<file path="src/rtl/obi_rid_tracker.sv">
// OBI ID tracker: remembers the AID of every granted request in an in-order
// FIFO and hands it back as RID on the matching response. It sits in front of
// a converter that does not carry IDs. It also limits the number of outstanding
// transactions and flags responses that arrive when nothing is pending.
module obi_rid_tracker #(
    parameter int unsigned IdWidth        = 4,
    parameter int unsigned AddrWidth      = 32,
    parameter int unsigned DataWidth      = 32,
    parameter int unsigned MaxOutstanding = 2,
    localparam int unsigned BeWidth       = DataWidth / 8,
    localparam int unsigned CntWidth      = $clog2(MaxOutstanding + 1),
    localparam int unsigned PtrWidth      = (MaxOutstanding > 1) ? $clog2(MaxOutstanding) : 1
) (
    input  logic                 clk_i,
    input  logic                 rst_ni,
    // Upstream (slave-side) request
    input  logic                 slv_req_i,
    output logic                 slv_gnt_o,
    input  logic [AddrWidth-1:0] slv_addr_i,
    input  logic                 slv_we_i,
    input  logic [BeWidth-1:0]   slv_be_i,
    input  logic [DataWidth-1:0] slv_wdata_i,
    input  logic [IdWidth-1:0]   slv_aid_i,
    // Upstream (slave-side) response
    output logic                 slv_rvalid_o,
    output logic [DataWidth-1:0] slv_rdata_o,
    output logic [IdWidth-1:0]   slv_rid_o,
    output logic                 slv_err_o,
    // Downstream (master-side) request
    output logic                 mst_req_o,
    input  logic                 mst_gnt_i,
    output logic [AddrWidth-1:0] mst_addr_o,
    output logic                 mst_we_o,
    output logic [BeWidth-1:0]   mst_be_o,
    output logic [DataWidth-1:0] mst_wdata_o,
    // Downstream (master-side) response
    input  logic                 mst_rvalid_i,
    input  logic [DataWidth-1:0] mst_rdata_i,
    input  logic                 mst_err_i,
    // Status
    output logic                 unexp_rsp_o,
    output logic [CntWidth-1:0]  outstanding_o
);

    // ------------------------------------------------------------------------
    // State
    // ------------------------------------------------------------------------
    logic [IdWidth-1:0]  aid_mem_q [MaxOutstanding];
    logic [PtrWidth-1:0] wr_ptr_q, wr_ptr_d;
    logic [PtrWidth-1:0] rd_ptr_q, rd_ptr_d;
    logic [CntWidth-1:0] count_q, count_d;
    logic                unexp_q, unexp_d;

    logic full;
    logic empty;
    logic push;
    logic pop;
    logic unexp_now;

    assign full      = (count_q == CntWidth'(MaxOutstanding));
    assign empty     = (count_q == '0);
    // No bypass: a pop in the same cycle does not free a slot for this cycle's grant.
    assign push      = slv_req_i & mst_gnt_i & ~full;
    // A just-pushed AID cannot be popped in the same cycle, so pop only looks at
    // what was already stored.
    assign pop       = mst_rvalid_i & ~empty;
    assign unexp_now = mst_rvalid_i & empty;

    // ------------------------------------------------------------------------
    // Request path: combinational pass-through, gated by the outstanding cap
    // ------------------------------------------------------------------------
    // Drive downstream request and upstream grant, withheld while full
    always_comb begin
        mst_req_o   = slv_req_i & ~full;
        slv_gnt_o   = mst_gnt_i & ~full;
        mst_addr_o  = slv_addr_i;
        mst_we_o    = slv_we_i;
        mst_be_o    = slv_be_i;
        mst_wdata_o = slv_wdata_i;
    end

    // ------------------------------------------------------------------------
    // Response path: combinational pass-through, RID taken from the FIFO head
    // ------------------------------------------------------------------------
    // Forward the response and attach the oldest tracked AID
    always_comb begin
        slv_rvalid_o = mst_rvalid_i;
        slv_rdata_o  = mst_rdata_i;
        slv_err_o    = mst_err_i;
        slv_rid_o    = empty ? '0 : aid_mem_q[rd_ptr_q];
    end

    // Status outputs straight from state
    always_comb begin
        unexp_rsp_o   = unexp_q;
        outstanding_o = count_q;
    end

    // ------------------------------------------------------------------------
    // Next-state logic
    // ------------------------------------------------------------------------
    // Pointer wrap is modulo MaxOutstanding, so non-power-of-two depths work
    function automatic logic [PtrWidth-1:0] ptr_inc(input logic [PtrWidth-1:0] ptr);
        if (ptr == PtrWidth'(MaxOutstanding - 1)) begin
            return '0;
        end
        return ptr + PtrWidth'(1);
    endfunction

    // Compute pointer, count and sticky-flag updates
    always_comb begin
        wr_ptr_d = wr_ptr_q;
        rd_ptr_d = rd_ptr_q;
        count_d  = count_q;
        unexp_d  = unexp_q | unexp_now;

        if (push) begin
            wr_ptr_d = ptr_inc(wr_ptr_q);
        end
        if (pop) begin
            rd_ptr_d = ptr_inc(rd_ptr_q);
        end

        unique case ({push, pop})
            2'b10:   count_d = count_q + CntWidth'(1);
            2'b01:   count_d = count_q - CntWidth'(1);
            default: count_d = count_q;
        endcase
    end

    // ------------------------------------------------------------------------
    // Registers
    // ------------------------------------------------------------------------
    // Pointers, count and sticky error flag
    always_ff @(posedge clk_i or negedge rst_ni) begin
        if (!rst_ni) begin
            wr_ptr_q <= '0;
            rd_ptr_q <= '0;
            count_q  <= '0;
            unexp_q  <= 1'b0;
        end else begin
            wr_ptr_q <= wr_ptr_d;
            rd_ptr_q <= rd_ptr_d;
            count_q  <= count_d;
            unexp_q  <= unexp_d;
        end
    end

    // AID storage, written at the write pointer on every push
    always_ff @(posedge clk_i or negedge rst_ni) begin
        if (!rst_ni) begin
            for (int i = 0; i < int'(MaxOutstanding); i++) begin
                aid_mem_q[i] <= '0;
            end
        end else if (push) begin
            aid_mem_q[wr_ptr_q] <= slv_aid_i;
        end
    end

    // Simulation-only warning when a response arrives with nothing outstanding
    always_ff @(posedge clk_i) begin
        if (rst_ni) begin
            assert (!unexp_now)
            else $warning("obi_rid_tracker: response received with no outstanding request");
        end
    end

endmodule

</file>
<file path="config.mk">
export PLATFORM = sky130hd
export DESIGN_NAME = obi_rid_tracker
export DESIGN_NICKNAME = d
export VERILOG_FILES = /design/src/rtl/obi_rid_tracker.sv
export SDC_FILE = /design/constraint.sdc
export NUM_CORES = 1
export LEC_CHECK = 0
export CAP_MARGIN = 20
export CORE_AREA = 4 4 84 86
export DETAILED_ROUTE_END_ITERATION = 16
export DIE_AREA = 0 0 88 90
export PLACE_DENSITY = 0.77
export REMOVE_ABC_BUFFERS = 1
export SLEW_MARGIN = 20
export SYNTH_ARGS = -nofsm -noshare
export SYNTH_HDL_FRONTEND = slang
export SYNTH_SLANG_ARGS = --single-unit
</file>
<file path="constraint.sdc">
create_clock -name clk_i -period 4.3 [get_ports clk_i]
set_input_delay 0.86 -clock clk_i [delete_from_list [all_inputs] [get_ports clk_i]]
set_output_delay 0.86 -clock clk_i [all_outputs]
set_load 0.05 [all_outputs]
</file>
---- After elaboration in Yosys (flattened, before gate mapping) ----
Cells that the tools add are included.
storage, ports and cells
  output and inout bits ................... 112
  input port bits ......................... 111
  logic and storage cells ................. 46
  register bits ........................... 13
cells by class
  equal/unequal tests ..................... 3
  reductions and logical operators ........ 3
  bitwise gates (word level) .............. 11
  $add $sub $neg .......................... 4
  multiplexer cells ....................... 16
  order comparisons ....................... 3
operator list
  cell                                                         count
  two-way mux 4 bit                                            5
  bitwise mux 8 bit                                            1
  two-way mux 1 bit                                            8
  bitwise AND 1 bit                                            6
  demux 4 bit (select 1 bit)                                   1
  == test 2 bit (second input constant)                        2
  >= comparator 2 bit (second input constant)                  2
  inverter 1 -> 2 bit                                          2
  one-hot mux 2 bit (2 select lines)                           1
  adder 1 bit (second input constant)                          2
  adder 2 x 1 -> 2 bit (second input constant)                 1
  == test 2 x 1 -> 1 bit (second input constant)               1
  zero test 2 bit                                              1
  less-than comparator 2 x 1 -> 1 bit (second input constant)  1
  inverter 1 bit                                               2
  nonzero test 2 bit                                           1
  subtractor 2 x 1 -> 2 bit (second input constant)            1
  logical AND 1 bit                                            1
  bitwise OR 1 bit                                             1

---- Logic depth before layout (Yosys ltp) ----
Gate-level depths: netlist of the first run.
  depth after elaboration ................. 6
  gate-level depth with buffers ........... 6
  depth with buffers taken out ............ 6

---- Worst setup path before layout of the first run ----
OpenSTA, ideal clock, no wires.
  path kind ............................... reg2out
  start point ............................. reg count_q[1] (netlist: outstanding_o[1])
  end point ............................... out slv_rid_o[0]
  buffers on the path ..................... 0
  arrival ................................. 1.584 ns
  slack ................................... 1.856 ns
  data required time ...................... 3.440 ns
  stages on the path, launching flop included .. 3
  cell sequence ........................... dfrtp_1 -> nor2_1 -> nor2_1
on the way
  word-level cells in the longest chain between the ends .. 2
RTL lines
  item                    line  source
  from (decl)             51    logic [CntWidth-1:0] count_q, count_d;
  from (signal assigned)  144   count_q <= count_d;
  zero test 2 bit         61    assign empty = (count_q == '0);
  two-way mux 4 bit       90    slv_rid_o = empty ? '0 : aid_mem_q[rd_ptr_q];
  to (decl)               27    output logic [IdWidth-1:0] slv_rid_o,
Every way passes these cells.

---- Final worst setup path of the first run ----
  start point ............................. in mst_gnt_i
  end point ............................... out slv_gnt_o
on the way
  word-level cells in the longest chain between the ends .. 1
RTL lines
  item               line  source
  from (decl)        31    input logic mst_gnt_i,
  bitwise AND 1 bit  75    slv_gnt_o = mst_gnt_i & ~full;
  to (decl)          18    output logic slv_gnt_o,
Every way passes these cells.

==> run_results.csv, run 1 <==
group,metric,value,unit
status,outcome,"completed",
placement,portBuffers,18,
run,drv_cap,0,
clocking,htreeDepth,1,
drt,wl,13530,um
final_layout,utilization,14.95,%
synthesis,ys_ff_latch,13,
worst_setup_path,start_kind,"primary input",
placement,dp_slack,1058,ps
synthesis,postSynthCellCount,149,
die,start_util,22.20,%
sta,hold_viol,0,
clocking,cts_buffers,3,
final_layout,mostFrequentLayoutCell,"clkdlybuf4s50_1",
worst_hold_path,hp-class,"flop to flop",
final_layout,drive_gt1_share,23.88,%
sta,fin_ws,1052,ps
die,core_area,6277,um^2
drt,dr.first_iter.drc_count,42,
drt,viasPerCell,5.361,
sta,final-setup-viol-count,0,
sta,slew_headroom,60.51,%
clocking,post_cts_buffers,0,
clocking,cts_tree,"yes",
clocking,clock_sinks,13,
die,die_x,88,um
global_route,grt-ovfl-total,0,
clocking,clkTransAtPathRegs,50,ps
sta,rsz0062_at_grt,"no",
clocking,clk_path_buf_depth,2,
global_route,grt_pass1_wl,15180,um
die,io_pins,223,
worst_setup_path,cp.required,3440,ps
die,die_h,90,um
global_route,grt_start_max_net_pins,14,
sta,fmax,307.8,MHz
sta,finalCritPeriodShare,75.55,%
sta,clock_skew,0.6571,ps
synthesis,ys_warn_count,0,
sta,worstMarginPinSlew,590.6,ps
power_and_ir_drop,power.leakage,0.3646,nW
placement,hpwlAfterDp,13130,um
drt,drcViolationCount,0,
final_layout,layout.nets,180,
final_layout,fin_area,938.4,um^2
final_layout,antenna_cells,0,
global_route,met2_usage,55.97,%
global_route,grt_pass1_vias,735,
worst_setup_path,cp.arrival,2390,ps
worst_setup_path,cp-end-kind,"primary output",
global_route,use_met1,5.645,%
sta,finalSetupTns,0,ps
die,num_rows,29,
final_layout,layout_common_cells,"clkdlybuf4s50_1, dfrtp_1, mux2_2",
clocking,cts_resized,0,
clocking,cts-root-buf,"clkbuf_8",
drt,wl_per_cell,93.98,um
worst_setup_path,worstSetupPathType,"primary input to primary output",
drt,firstDrtPassIters,4,
synthesis,syn-cell-area,1394,um^2
global_route,grt_usage,33.43,%
drt,ant_nets,0,
global_route,antenna_found_initial,1,
worst_setup_path,path_max_fanout,4,
power_and_ir_drop,ir_drop,0.0003860,V
sta,timing.final.crit_period,3248,ps
global_route,use_met3,51.83,%
placement,gp_congestion,1.250,
placement,post-place-cells,140,
placement,dpl_cell_area,893.4,um^2
sta,maxSlewViolCount,0,
synthesis,syn_avg_cell_area,9.355,um^2
global_route,top_usage_layer,"met2",
final_layout,nFillCells,694,
synthesis,synth_cell_types,16,
clocking,insertion_delay,240,ps
power_and_ir_drop,power.density,843.1,nW/um^2
clocking,postCtsHoldBufs,0,
synthesis,ys_seq_area_share,23.34,%
final_layout,syn_to_final_growth,-32.68,%
final_layout,fin_cells,144,
die,dieArea,7920,um^2
drt,vias,772,
critical path, stage by stage:
cell and delay (ps):
clkdlybuf4s50_1 560, and2_2 170, clkdlybuf4s50_1 790
metal layers:
metal | routed length [um] | share of wire, %
met1 | 853 | 6.3
met2 | 6673 | 49
met3 | 4365 | 32
met4 | 1444 | 11
met5 | 195 | 1.4
flip-flops by register name (all words and copies together), names as in the netlist:
register,flops
rd_ptr_q,1
unexp_rsp_o,1
aid_mem_q,8
wr_ptr_q,1
outstanding_o,2
stage by stage:
| step | hold WS (ps) | power [mW] |
|---|---|---|
| floorplan | 479.1 | 0.5412 |
| global placement | 439.7 | 0.6771 |
| detailed placement | 447.4 | 0.6868 |
| CTS | 459.5 | 0.7956 |
| global route | 492.3 | 0.8352 |
| finish | 457.0 | 0.7912 |
cell usage after synthesis:
library cell,n,area share (%)
a21o_1,1,0.54
and2_2,2,1.1
and4b_4,1,0.99
buf_4,103,55
clkbuf_1,1,0.27
dfrtp_1,13,23
ha_1,1,0.90
mux2_2,8,6.5
mux2i_1,4,2.9
nand2b_4,1,0.99
nand3_1,1,0.36
nand4_4,1,1.5
nor2_1,6,1.6
nor2b_1,1,0.45
xnor2_1,3,1.9
xor2_1,2,1.3
final timing paths:
kind,cells past startpoint,from,slack (ps),to
max reg2reg,5,outstanding_o[0],2650,outstanding_o[1]
max in group asynchronous,1,rst_ni,2920,aid_mem_q[4]
min reg2reg,1,unexp_rsp_o,460,unexp_rsp_o
min in group asynchronous,1,rst_ni,990,outstanding_o[0]
max,3,mst_gnt_i,1050,slv_gnt_o
min,1,unexp_rsp_o,460,unexp_rsp_o
area by class of cell:
type | count | area (um^2) | share of cell area, %
Clock buffer | 4 | 45.04 | 4.800
Timing Repair Buffer | 18 | 180.2 | 19.20
Tap cell | 77 | 96.34 | 10.27
Multi-Input combinational cell | 32 | 291.5 | 31.07
Sequential cell | 13 | 325.3 | 34.67
report_power, final:
part           internal, mW  switching, mW  total (mW)
registers             0.182         0.0548       0.237
clock network        0.0655         0.0431       0.109
logic                 0.181          0.264       0.446
cell families after synthesis:
family,share of synthesized area (%)
multiplexers,9.336
XOR/XNOR,3.142
AND/OR/NAND/NOR,7.001
flip-flops,23.34
buffers and inverters,55.74
AO/OA/AOI/OAI,0.5388
adder cells (fa/ha/maj),0.8975
Note: power is estimated with default switching activity, not from simulation.
==> run 2: changes to the inputs <==
--- a/config.mk
+++ b/config.mk
@@ -6,10 +6,10 @@
 export NUM_CORES = 1
 export LEC_CHECK = 0
 export CAP_MARGIN = 20
-export CORE_AREA = 4 4 84 86
+export CORE_MARGIN = 4
+export CORE_UTILIZATION = 23
 export DETAILED_ROUTE_END_ITERATION = 16
-export DIE_AREA = 0 0 88 90
-export PLACE_DENSITY = 0.77
+export PLACE_DENSITY = 0.8
 export REMOVE_ABC_BUFFERS = 1
 export SLEW_MARGIN = 20
 export SYNTH_ARGS = -nofsm -noshare
==> constraint.sdc (replaced) <==
create_clock -name clk_i -period 3.3 [get_ports clk_i]
set_input_delay 0.66 -clock clk_i [delete_from_list [all_inputs] [get_ports clk_i]]
set_output_delay 0.66 -clock clk_i [all_outputs]
set_load 0.05 [all_outputs]
==> run_results.csv, run 2 (synthesis results as in run 1) <==
group,metric,value,unit
sta,hold_viol,0,
final_layout,regMostFlops,"aid_mem_q",
sta,final-setup-viol-count,0,
final_layout,layout_common_cells,"clkdlybuf4s50_1, dfrtp_1, mux2_2",
global_route,grt-ovfl-total,0,
worst_setup_path,start_kind,"primary input",
drt,drcViolationCount,0,
sta,worstMarginPinSlew,669.7,ps
final_layout,mostFrequentLayoutCell,"clkdlybuf4s50_1",
worst_setup_path,crit_slowest_cell,"clkdlybuf4s50_1",
die,start_util,23.68,%
status,outcome,"completed",
final_layout,drive_gt1_share,23.88,%
worst_setup_path,cp.required,2640,ps
drt,wl,13640,um
final_layout,utilization,15.94,%
sta,fmax,348.8,MHz
worst_setup_path,cp.arrival,2210,ps
clocking,clock_sinks,13,
worst_hold_path,hp-class,"flop to flop",
clocking,clk_path_buf_depth,2,
sta,timing.final.crit_period,2867,ps
drt,firstDrtPassIters,4,
placement,gp_congestion,1.285,
clocking,htreeDepth,1,
clocking,clkTransAtPathRegs,60,ps
placement,portBuffers,18,
sta,slew_headroom,55.22,%
clocking,insertion_delay,250,ps
clocking,cts-root-buf,"clkbuf_8",
sta,rsz0062_at_grt,"no",
clocking,cts_buffers,3,
drt,ant_nets,0,
global_route,grt_usage,36.21,%
sta,finalCritPeriodShare,86.87,%
placement,hpwlAfterDp,13030,um
power_and_ir_drop,power.density,1115,nW/um^2
worst_setup_path,slowest_delay,800,ps
global_route,grt_pass1_vias,758,
die,num_rows,28,
die,core_area,5886,um^2
final_layout,layout.nets,180,
die,die_x,85.85,um
die,die_h,85.85,um
die,dieArea,7369,um^2
sta,maxSlewViolCount,0,
power_and_ir_drop,ir_drop,0.0003961,V
worst_setup_path,crit_chain,"clkdlybuf4s50_1, and2_2, clkdlybuf4s50_1",
drt,dr.first_iter.drc_count,54,
power_and_ir_drop,power.leakage,0.3646,nW
clocking,postCtsHoldBufs,0,
run,drv_cap,0,
global_route,antenna_found_initial,1,
clocking,cts_resized,0,
worst_setup_path,worstSetupPathType,"primary input to primary output",
drt,wl_per_cell,95.35,um
drt,viasPerCell,5.371,
clocking,post_cts_buffers,0,
sta,clock_skew,1.751,ps
global_route,grt_start_max_net_pins,14,
worst_setup_path,path_max_fanout,4,
worst_setup_path,cp-end-kind,"primary output",
global_route,grt_pass1_wl,15320,um
clocking,cts_tree,"yes",
final_layout,largest_reg_flops,8,
sta,finalSetupTns,0,ps
worst_setup_path,worst_path_most_repeated_cell,"clkdlybuf4s50_1",
die,io_pins,223,
drt,vias,768,
final_layout,syn_to_final_growth,-32.68,%
run 2: report_power, final:
| group | switching [mW] | internal (mW) | total, mW |
|---|---|---|---|
| Combinational | 0.350 | 0.236 | 0.586 |
| Sequential | 0.0749 | 0.237 | 0.312 |
| Clock | 0.0631 | 0.0854 | 0.149 |
| Total | 0.488 | 0.558 | 1.05 |
run 2: critical path, delay by kind of cell:
| family | cells | cell delay, ps |
|---|---|---|
| AND/OR/NAND/NOR | 1 | 170 |
| buffers and inverters | 2 | 1370 |
run 2: layout make-up:
class | count | area (um^2)
multi-input cells | 32 | 291.5
well taps | 75 | 93.84
clock buffers | 4 | 45.04
diodes | 1 | 2.502
fillers | 668 | 4947
repair buffers | 18 | 180.2
flip-flops and latches | 13 | 325.3
run 2: worst paths after layout:
kind / from / endpoint / slack [ps] / depth (start not counted)
worst max register to register: outstanding_o[0] / outstanding_o[1] / 1560 / 5
worst max-delay path: mst_gnt_i / slv_gnt_o / 430 / 3
worst min register to register: unexp_rsp_o / unexp_rsp_o / 490 / 1
worst min-delay path: unexp_rsp_o / unexp_rsp_o / 490 / 1
min in group asynchronous: rst_ni / outstanding_o[1] / 820 / 1
max in group asynchronous: rst_ni / unexp_rsp_o / 2050 / 1
run 2: per-stage QoR:
step | hold WS (ps) | setup WS [ps] | power [mW] | instance area, um^2 | cells
2_1_floorplan | 364.4 | 1056 | 0.7052 | 616.8 | 45
3_3_place_gp | 443.3 | 458.9 | 0.8961 | 890.9 | 138
3_5_place_dp | 451.1 | 449.0 | 0.8970 | 890.9 | 138
4_1_cts | 477.0 | 443.7 | 1.048 | 935.9 | 142
5_1_grt | 502.0 | 411.8 | 1.101 | 935.9 | 142
6_report | 493.7 | 433.2 | 1.046 | 938.4 | 143
run 2: routing by layer:
| layer | vias to the layer above | GRT usage [%] | part of all wire (%) |
|---|---|---|---|
| met5 | - | 5.594 | 0.21 |
| met4 | 2 | 24.17 | 7.8 |
| met3 | 46 | 51.39 | 28 |
| met2 | 204 | 63.42 | 51 |
| met1 | 312 | 12.00 | 13 |
| li1 | 204 | - | - |
